File: src/rtl/arbiter_pkg.sv
// arbiter_pkg: implementation selectors shared by the arbiter and its one-hot encoder.
`default_nettype none

package arbiter_pkg;
  localparam int IMPL_TABLE = 0;
  localparam int IMPL_LOOP  = 1;
endpackage

`default_nettype wire

File: src/rtl/onehot_encoder_base.sv
// onehot_encoder_base: one-hot to binary index encoder, table (OR-mask) or loop form.
`default_nettype none

module onehot_encoder_base
  import arbiter_pkg::*;
#(
  parameter int WIDTH          = 32,
  parameter int IMPLEMENTATION = IMPL_TABLE,
  localparam int WIDTH_LOG     = $clog2(WIDTH)
) (
  input  logic [WIDTH-1:0]     oht,
  output logic [WIDTH_LOG-1:0] idx,
  output logic                 enc_vld
);

  if (WIDTH < 2) begin : g_bad_width
    $fatal(1, "onehot_encoder_base: WIDTH must be >= 2");
  end

  assign enc_vld = |oht;

  if (IMPLEMENTATION == IMPL_TABLE) begin : g_table
    // Index bit b is the OR of every one-hot position whose index has bit b set.
    for (genvar b = 0; b < WIDTH_LOG; b++) begin : g_bit
      logic [WIDTH-1:0] sel;
      for (genvar i = 0; i < WIDTH; i++) begin : g_sel
        assign sel[i] = ((i >> b) & 1) != 0;
      end
      assign idx[b] = |(oht & sel);
    end
  end else if (IMPLEMENTATION == IMPL_LOOP) begin : g_loop
    always_comb begin
      idx = '0;
      for (int i = 0; i < WIDTH; i++) begin
        if (oht[i]) idx = idx | WIDTH_LOG'(i);
      end
    end
  end else begin : g_bad_impl
    $fatal(1, "onehot_encoder_base: IMPLEMENTATION must be 0 or 1");
  end

endmodule

`default_nettype wire

File: src/rtl/arbiter_round_robin.sv
// arbiter_round_robin: pointer-based round-robin arbiter with registered one-hot grant
// held under a valid/ready handshake.
`default_nettype none

module arbiter_round_robin
  import arbiter_pkg::*;
#(
  parameter int WIDTH          = 32,
  parameter int IMPLEMENTATION = IMPL_TABLE,
  localparam int WIDTH_LOG     = $clog2(WIDTH)
) (
  input  logic                 clk,
  input  logic                 rst_n,
  input  logic [WIDTH-1:0]     req,
  output logic [WIDTH-1:0]     gnt_oht,
  output logic [WIDTH_LOG-1:0] gnt_idx,
  output logic                 gnt_vld,
  input  logic                 gnt_rdy
);

  if (WIDTH < 2) begin : g_bad_width
    $fatal(1, "arbiter_round_robin: WIDTH must be >= 2");
  end

  logic [WIDTH_LOG-1:0] ptr;
  logic                 transfer;
  logic [WIDTH-1:0]     cand;
  logic [WIDTH-1:0]     mask;
  logic [WIDTH-1:0]     masked;
  logic [WIDTH-1:0]     pick;
  logic [WIDTH-1:0]     nxt_oht;
  logic [WIDTH_LOG-1:0] nxt_idx;
  logic                 nxt_vld;

  assign transfer = gnt_vld & gnt_rdy;
  // The requester leaving this cycle must not win again in the same decision.
  assign cand     = req & ~(transfer ? gnt_oht : '0);

  always_comb begin
    mask = '0;
    for (int i = 0; i < WIDTH; i++) begin
      mask[i] = (i >= int'(ptr));
    end
  end

  assign masked  = cand & mask;
  assign pick    = (|masked) ? masked : cand;
  assign nxt_oht = pick & (-pick);

  onehot_encoder_base #(
    .WIDTH          (WIDTH),
    .IMPLEMENTATION (IMPLEMENTATION)
  ) u_enc (
    .oht     (nxt_oht),
    .idx     (nxt_idx),
    .enc_vld (nxt_vld)
  );

  always_ff @(posedge clk or negedge rst_n) begin
    if (!rst_n) begin
      gnt_oht <= '0;
      gnt_idx <= '0;
      gnt_vld <= 1'b0;
      ptr     <= '0;
    end else begin
      // Grant is locked while valid and not accepted; otherwise re-arbitrate.
      if (!gnt_vld || transfer) begin
        gnt_oht <= nxt_oht;
        gnt_idx <= nxt_idx;
        gnt_vld <= nxt_vld;
      end
      if (transfer) begin
        ptr <= (gnt_idx == WIDTH_LOG'(WIDTH - 1)) ? '0 : gnt_idx + 1'b1;
      end
    end
  end

endmodule

`default_nettype wire

File: config.mk
export PLATFORM = sky130hd
export DESIGN_NAME = arbiter_round_robin
export DESIGN_NICKNAME = d
export VERILOG_FILES = /design/src/rtl/arbiter_pkg.sv /design/src/rtl/onehot_encoder_base.sv /design/src/rtl/arbiter_round_robin.sv
export SDC_FILE = /design/constraint.sdc
export NUM_CORES = 1
export LEC_CHECK = 0
export CORE_MARGIN = 2
export CORE_UTILIZATION = 45
export CTS_BUF_LIST = sky130_fd_sc_hd__clkbuf_8
export DETAILED_ROUTE_END_ITERATION = 10
export GPL_TIMING_DRIVEN = 0
export PLACE_DENSITY_LB_ADDON = 0.15
export SETUP_SLACK_MARGIN = 0.3
export SYNTH_ARGS = -nofsm -noshare
export SYNTH_HDL_FRONTEND = slang
export SYNTH_SLANG_ARGS = --single-unit
File: constraint.sdc
create_clock -name clk -period 3.5 [get_ports clk]
set_input_delay 0.875 -clock clk [delete_from_list [all_inputs] [get_ports clk]]
set_output_delay 0.875 -clock clk [all_outputs]
set_load 0.005 [all_outputs]
==> results of run 1 <==
[worst max path at each step]
stage	startpoint	to	slack (ps)	depth (start not counted)
finish	req[26]	gnt_idx[2]	-200	14
global route	gnt_rdy	gnt_idx[2]	-290	19
CTS	gnt_rdy	gnt_vld	-150	15
detailed placement	gnt_rdy	gnt_vld	-1230	15
global placement	gnt_rdy	gnt_vld	-1330	13
floorplan	gnt_rdy	gnt_vld	250	14
[cells by family (layout without fill, tap and decap cells)]
kind of cell / count (synthesis) / after routing / share of synthesized area [%]
adder cells (fa/ha/maj): 2 / 2 / 0.6360
XOR/XNOR: 2 / 2 / 0.4454
AND/OR/NAND/NOR: 248 / 248 / 32.86
AO/OA/AOI/OAI: 167 / 167 / 32.06
multiplexers: 2 / 2 / 0.5725
flip-flops: 43 / 43 / 27.35
buffers and inverters: 37 / 173 / 6.075
[flip-flops by register name, summed over array words and instances, names as in the netlist]
| name | flops |
|---|---|
| gnt_oht | 32 |
| gnt_idx | 5 |
| ptr | 5 |
| gnt_vld | 1 |
[worst reg2reg max path: cells and delay by family (launching register included)]
kind,cells,cell delay (ps)
and+or+nand+nor,6,1460
AOI/OAI and AO/OA,5,970
buffers and inverters,4,660
DFF,1,470
[metrics by stage]
step | total power [mW] | hold WS, ps | cells
finish | 4.121 | 528.5 | 745
global route | 4.269 | 559.4 | 745
CTS | 3.717 | 511.4 | 736
detailed placement | 2.980 | 490.0 | 682
global placement | 2.966 | 476.0 | 681
floorplan | 2.110 | 484.8 | 501
[timing repair]
item	in CTS	in global routing
endpoints found under the hold margin	0	0
pin swaps	45	36
endpoints found under the setup margin	38	32
gates cloned	2	0
resized for setup	92	70
buffers inserted	44	9
[power by group through the flow]
stage	clock (mW)	combinational, mW	sequential (mW)
2_1_floorplan	0	1.39	0.725
3_3_place_gp	0	2.21	0.751
3_5_place_dp	0	2.22	0.759
4_1_cts	0.337	2.63	0.751
5_1_grt	0.359	3.12	0.787
6_report	0.337	3.01	0.776
[cells in the mapped netlist (all sizes together), types with 5 or more instances]
master,instances
o21ai,48
nor2,36
buf,22
clkbuf,7
nor3,8
a32oi,5
and2,10
nor4,6
nand2,91
a31oi,8
o22ai,5
o31ai,11
dfrtp,43
o211ai,11
inv,8
nand3,53
nand4,23
o2111ai,10
a21oi,21
[metal layers]
metal  global-route usage (%)  wire, µm
met4                    20.51      1188
met3                    8.417      2077
met5                        0         0
met2                    62.39      8763
met1                    51.43      7666
[final cells by class]
class / instances / area [µm²] / area share, %
repair buffers: 128 / 1252 / 20.56
inverters: 8 / 33.78 / 0.5545
flip-flops and latches: 43 / 1079 / 17.70
plain buffers: 29 / 240.2 / 3.943
clock buffers: 5 / 68.82 / 1.130
clock inverters: 3 / 16.27 / 0.2670
multi-input cells: 421 / 3267 / 53.62
well taps: 108 / 135.1 / 2.218
==> qor.txt, run 1 <==
wire length of the first global-routing pass = 29170 µm
Flop pwr share = 18.8%
maximum fanout along the worst path = 7
startpoint of the tightest hold check path = gnt_oht[8]
hold-fix buffer count after cts = 0
syn_area_per_cell = 7.852 µm²
global placer's final weighted congestion = 1.017
most frequent standard cell in the layout excluding fill and tap cells = sky130_fd_sc_hd__nand2_1
share of flip-flops with an asynchronous set or reset after synthesis = 100.0%
number of antenna violations at the first check in global routing = 0
Leakage Power = 2.329 nW
predominant post-synthesis flop cell = sky130_fd_sc_hd__dfrtp_1
setup slack of the most critical reg-to-reg path = -160 ps
signal arrival time at the worst endpoint = 3900 ps
Endpoint, Worst Hold = gnt_oht[8]
Worst Setup End Kind = register
element type at the critical path start = primary input
worst ir drop on vdd = 0.0004239 V
instance area at placement = 4836 µm²
count of buffering cells on the critical path with inverters included = 4
clock latency on the worst-skew pair = 310 ps
max capacitance violation total = 0
number of clock buffers inserted by TritonCTS = 5
flops & latches, synth = 43
clock sinks = 43
Die H = 97.50 µm
count of port buffers added during placement = 72
NumNets Final = 673
final core utilization = 70.89%
required time worst endpoint = 3700 ps
Tot GR Track Use = 39.75%
aggregate negative setup slack = -844.7 ps
count of final setup violators = 8
Synth area leader = sky130_fd_sc_hd__dfrtp_1
cell family with the largest share of critical-path delay = simple AND/OR/NAND/NOR gates
top library cells by usage in the layout, fill and taps aside = sky130_fd_sc_hd__nand2_1, sky130_fd_sc_hd__clkdlybuf4s50_1, sky130_fd_sc_hd__buf_4
final period demand of the worst path = 3702 ps
post-detailed-routing wire length = 19700 µm
area of the core = 8593 µm²
Detail Placement HPWL = 13770 µm
class of the tightest hold or removal check = reg2reg
via count of the first global-routing pass = 5094
switching component of the power = 2.214 mW
share of the synthesized area in the top cell type = 27.35%
dominant cells by area after synthesis = sky130_fd_sc_hd__dfrtp_1, sky130_fd_sc_hd__nand2_1, sky130_fd_sc_hd__nand3_1
share of the clock period used by the worst path = 105.8%
num ports = 73
setup ws final = -202.1 ps
worst-path cell with the longest stage delay = sky130_fd_sc_hd__clkdlybuf4s50_1
largest net degree at the start of global routing = 24
clock root buffer = sky130_fd_sc_hd__clkbuf_8
register area share after synthesis = 27.35%
Setup Crit Path Kind = in2reg
setup repair after global routing missed its margin = yes
Max Clock Freq = 270.1 MHz
Yosys warning total = 0
total inserted antenna cells = 0
Clock Power Share = 8.2%
syn_nets = 538
count of unresolved DRC violations after routing = 0
final number of max-transition violations = 0
first-pass detailed-route iteration total = 6
area of all placed cells without fillers = 6092 µm²
violations in the final reports = setup timing
Die Area = 9505 µm²
count of vias placed by the detailed router = 5154
combinational power share = 73.0%
fraction of power spent switching nets = 53.72%
count of mapped cells out of synthesis = 501
layout-stage area growth over the synthesis result = 54.87%
number of antenna-violating nets in the routed design = 0
power density normalized to cell area = 676.5 nW/µm²
Hold Violations, Final = 0
per-cell routed wire length = 26.44 µm
run status = finished, violations left
cell depth of the worst flop-to-flop path = 15
internal power contribution = 1.907 mW
Slowest Stage Delay on Critical Path = 530 ps
Critical Path, Cell by Cell = clkdlybuf4s50_1 > and2_1 > nand2b_1 > a21oi_2 > nand4_1 > buf_6 > buf_6 > o211ai_4 > a211oi_2 > nand3_2 > buf_6 > nor4_2 > nor3_1 > a31oi_1
reg-to-reg critical path startpoint = ptr[2]
row count = 34
clock slew at reported path FFs = 90 ps
worst slack after detailed placement = -1230 ps
count of cell types in the netlist = 88
fraction of layout cells with a size suffix above 1 = 33.75%
Longest Clk Path Bufs = 2
slew of the pin with the lowest slew margin = 898.4 ps
worst reg2reg endpoint = gnt_idx[2]
Top cell by count, worst path = sky130_fd_sc_hd__buf_6
hold-critical path depth = 2
number of DRC markers in iteration 0 = 458
mean number of vias per cell = 6.918
clock tree from TritonCTS = yes
worst slew margin relative to its limit = 40.11%
GRT Residual Overflow = 0
width of the die = 97.50 µm
mapped cell area = 3934 µm²
final worst clock skew = 12.85 ps
Initial Utilization = 45.78%
number of enable flip-flop cells after synthesis = 0
layout filler cell count = 678
number of H-tree levels = 2
(Power assumes the default switching activity.)
==> run 2: changes to the inputs <==
--- a/config.mk
+++ b/config.mk
@@ -7,7 +7,6 @@
 export LEC_CHECK = 0
 export CORE_MARGIN = 2
 export CORE_UTILIZATION = 45
-export CTS_BUF_LIST = sky130_fd_sc_hd__clkbuf_8
 export DETAILED_ROUTE_END_ITERATION = 10
 export GPL_TIMING_DRIVEN = 0
 export PLACE_DENSITY_LB_ADDON = 0.15
==> constraint.sdc (replaced) <==
create_clock -name clk -period 3.5 [get_ports clk]
set_input_delay 0.875 -clock clk [delete_from_list [all_inputs] [get_ports clk]]
set_output_delay 0.875 -clock clk [all_outputs]
set_load 0.01 [all_outputs]
==> run 2 against run 1 <==
Combinational power is essentially flat. Clock power rose by 1%. Cell count stayed put. Fmax is 0.67% higher. The flow still finishes with violations (setup timing). Critical path depth is 3 higher. Largest power group unchanged. First-iteration DRC count fell by 11%. Register-to-register slack barely moved.
==> qor.txt, run 2 (synthesized netlist as in run 1, its figures left out) <==
run status = finished, violations left
violations in the final reports = setup timing
num ports = 73
final number of max-transition violations = 0
power density normalized to cell area = 681.4 nW/µm²
row count = 34
element type at the critical path start = primary input
number of DRC markers in iteration 0 = 409
combinational power share = 73.1%
number of H-tree levels = 2
fraction of layout cells with a size suffix above 1 = 33.75%
first-pass detailed-route iteration total = 5
worst slew margin relative to its limit = 40.65%
number of clock buffers inserted by TritonCTS = 5
top library cells by usage in the layout, fill and taps aside = sky130_fd_sc_hd__nand2_1, sky130_fd_sc_hd__clkdlybuf4s50_1, sky130_fd_sc_hd__buf_4
count of final setup violators = 7
area of all placed cells without fillers = 6092 µm²
count of unresolved DRC violations after routing = 0
internal power contribution = 1.912 mW
final period demand of the worst path = 3677 ps
Die H = 97.50 µm
fraction of power spent switching nets = 53.94%
number of antenna violations at the first check in global routing = 0
clock root buffer = sky130_fd_sc_hd__clkbuf_8
hold-fix buffer count after cts = 0
mean number of vias per cell = 6.957
count of port buffers added during placement = 72
post-detailed-routing wire length = 19690 µm
wire length of the first global-routing pass = 29170 µm
layout-stage area growth over the synthesis result = 54.87%
Flop pwr share = 18.7%
via count of the first global-routing pass = 5094
Leakage Power = 2.325 nW
share of the clock period used by the worst path = 105.1%
worst hold-check slack = 527.1 ps
setup repair after global routing missed its margin = yes
count of vias placed by the detailed router = 5183
multi-input combinational cell area = 3267 µm²
width of the die = 97.50 µm
class of the tightest hold or removal check = reg2reg
largest net degree at the start of global routing = 24
Tot GR Track Use = 39.75%
Hold Violations, Final = 0
global placer's final weighted congestion = 1.017
largest register by flop count = gnt_oht
Initial Utilization = 45.78%
flip-flop count of the largest register after layout = 32
Storage cell area = 1079 µm²
slew of the pin with the lowest slew margin = 890.2 ps
Detail Placement HPWL = 13770 µm
clock slew at reported path FFs = 100 ps
biggest regs = gnt_oht x32, gnt_idx x5, ptr x5
clock sinks = 43
Setup Crit Path Kind = in2reg
clock tree from TritonCTS = yes
GRT Residual Overflow = 0
instance area at placement = 4836 µm²
worst ir drop on vdd = 0.0004213 V
number of antenna-violating nets in the routed design = 0
most frequent standard cell in the layout excluding fill and tap cells = sky130_fd_sc_hd__nand2_1
max capacitance violation total = 0
Longest Clk Path Bufs = 2
switching component of the power = 2.239 mW
setup ws final = -177.4 ps
layout filler cell count = 678
Placed Cells = 682
Max Clock Freq = 271.9 MHz
area of the core = 8593 µm²
total inserted antenna cells = 0
per-cell routed wire length = 26.43 µm
post-route non-filler standard cell count = 745
required time worst endpoint = 3660 ps
final worst clock skew = 13.17 ps
maximum fanout along the worst path = 7
Clock Power Share = 8.2%
clock latency on the worst-skew pair = 310 ps
total power = 4.151 mW
NumNets Final = 673
Worst Setup End Kind = register
worst slack after detailed placement = -1230 ps
Die Area = 9505 µm²
signal arrival time at the worst endpoint = 3840 ps
run 2: power groups by stage:
stage,Clock (mW),Combinational (mW),Sequential [mW]
2_1_floorplan,0,1.39,0.758
3_3_place_gp,0,2.25,0.751
3_5_place_dp,0,2.26,0.759
4_1_cts,0.339,2.66,0.751
5_1_grt,0.362,3.16,0.787
6_report,0.342,3.03,0.775
run 2: repair_timing:
| item | 4_1_cts | 5_1_grt |
|---|---|---|
| pin swaps | 45 | 36 |
| resized for setup | 92 | 70 |
| cloned | 2 | 0 |
| setup buffers | 44 | 9 |
| endpoints found under the setup margin | 38 | 32 |
run 2: worst max-delay path: stages:
cell and delay, ps:
sky130_fd_sc_hd__buf_12 100, sky130_fd_sc_hd__buf_8 130, sky130_fd_sc_hd__buf_6 100, sky130_fd_sc_hd__buf_6 100, sky130_fd_sc_hd__nand3_4 70, sky130_fd_sc_hd__nand3_4 90
sky130_fd_sc_hd__a41oi_2 140, sky130_fd_sc_hd__nor4_2 370, sky130_fd_sc_hd__buf_4 230, sky130_fd_sc_hd__buf_4 130, sky130_fd_sc_hd__nand4_1 150, sky130_fd_sc_hd__o21ai_4 290
sky130_fd_sc_hd__nor3_2 120, sky130_fd_sc_hd__nand4_4 170, sky130_fd_sc_hd__nand4_1 250, sky130_fd_sc_hd__nor4b_4 360, sky130_fd_sc_hd__nand3_1 140
run 2: final timing paths:
kind                             from          to  slack, ps  depth (start not counted)
max                           gnt_rdy     gnt_vld       -180                         17
min                        gnt_oht[9]  gnt_oht[9]        530                          2
max reg2reg                    ptr[3]     gnt_vld       -150                         13
min reg2reg                gnt_oht[9]  gnt_oht[9]        530                          2
max in group asynchronous       rst_n      ptr[4]       2400                          2
min in group asynchronous       rst_n  gnt_oht[6]        550                          1
run 2: per-stage QoR:
stage,utilization (%),TNS [ps]
after floorplan,-,0
after global placement,56.01,-29310
after detailed placement,56.28,-28230
after CTS,66.07,-371.7
after global routing,70.89,-1646
final,70.89,-674.7
run 2: layer usage:
metal  wire [µm]  GRT usage (%)  up-vias
met5           0              0        -
met4        1095          20.51        0
met3        2232          8.417       81
met2        8857          62.39      440
met1        7504          51.43     2463
li1            -              -     2199
run 2: layout make-up:
| cell class | instances | share of cell area (%) |
|---|---|---|
| buffer | 29 | 3.943 |
| clock buffer | 6 | 1.191 |
| clock inverter | 2 | 0.2054 |
| multi-input combinational | 421 | 53.62 |
| timing repair buffer | 128 | 20.56 |
| inverter | 8 | 0.5545 |
| sequential | 43 | 17.70 |
| tap | 108 | 2.218 |
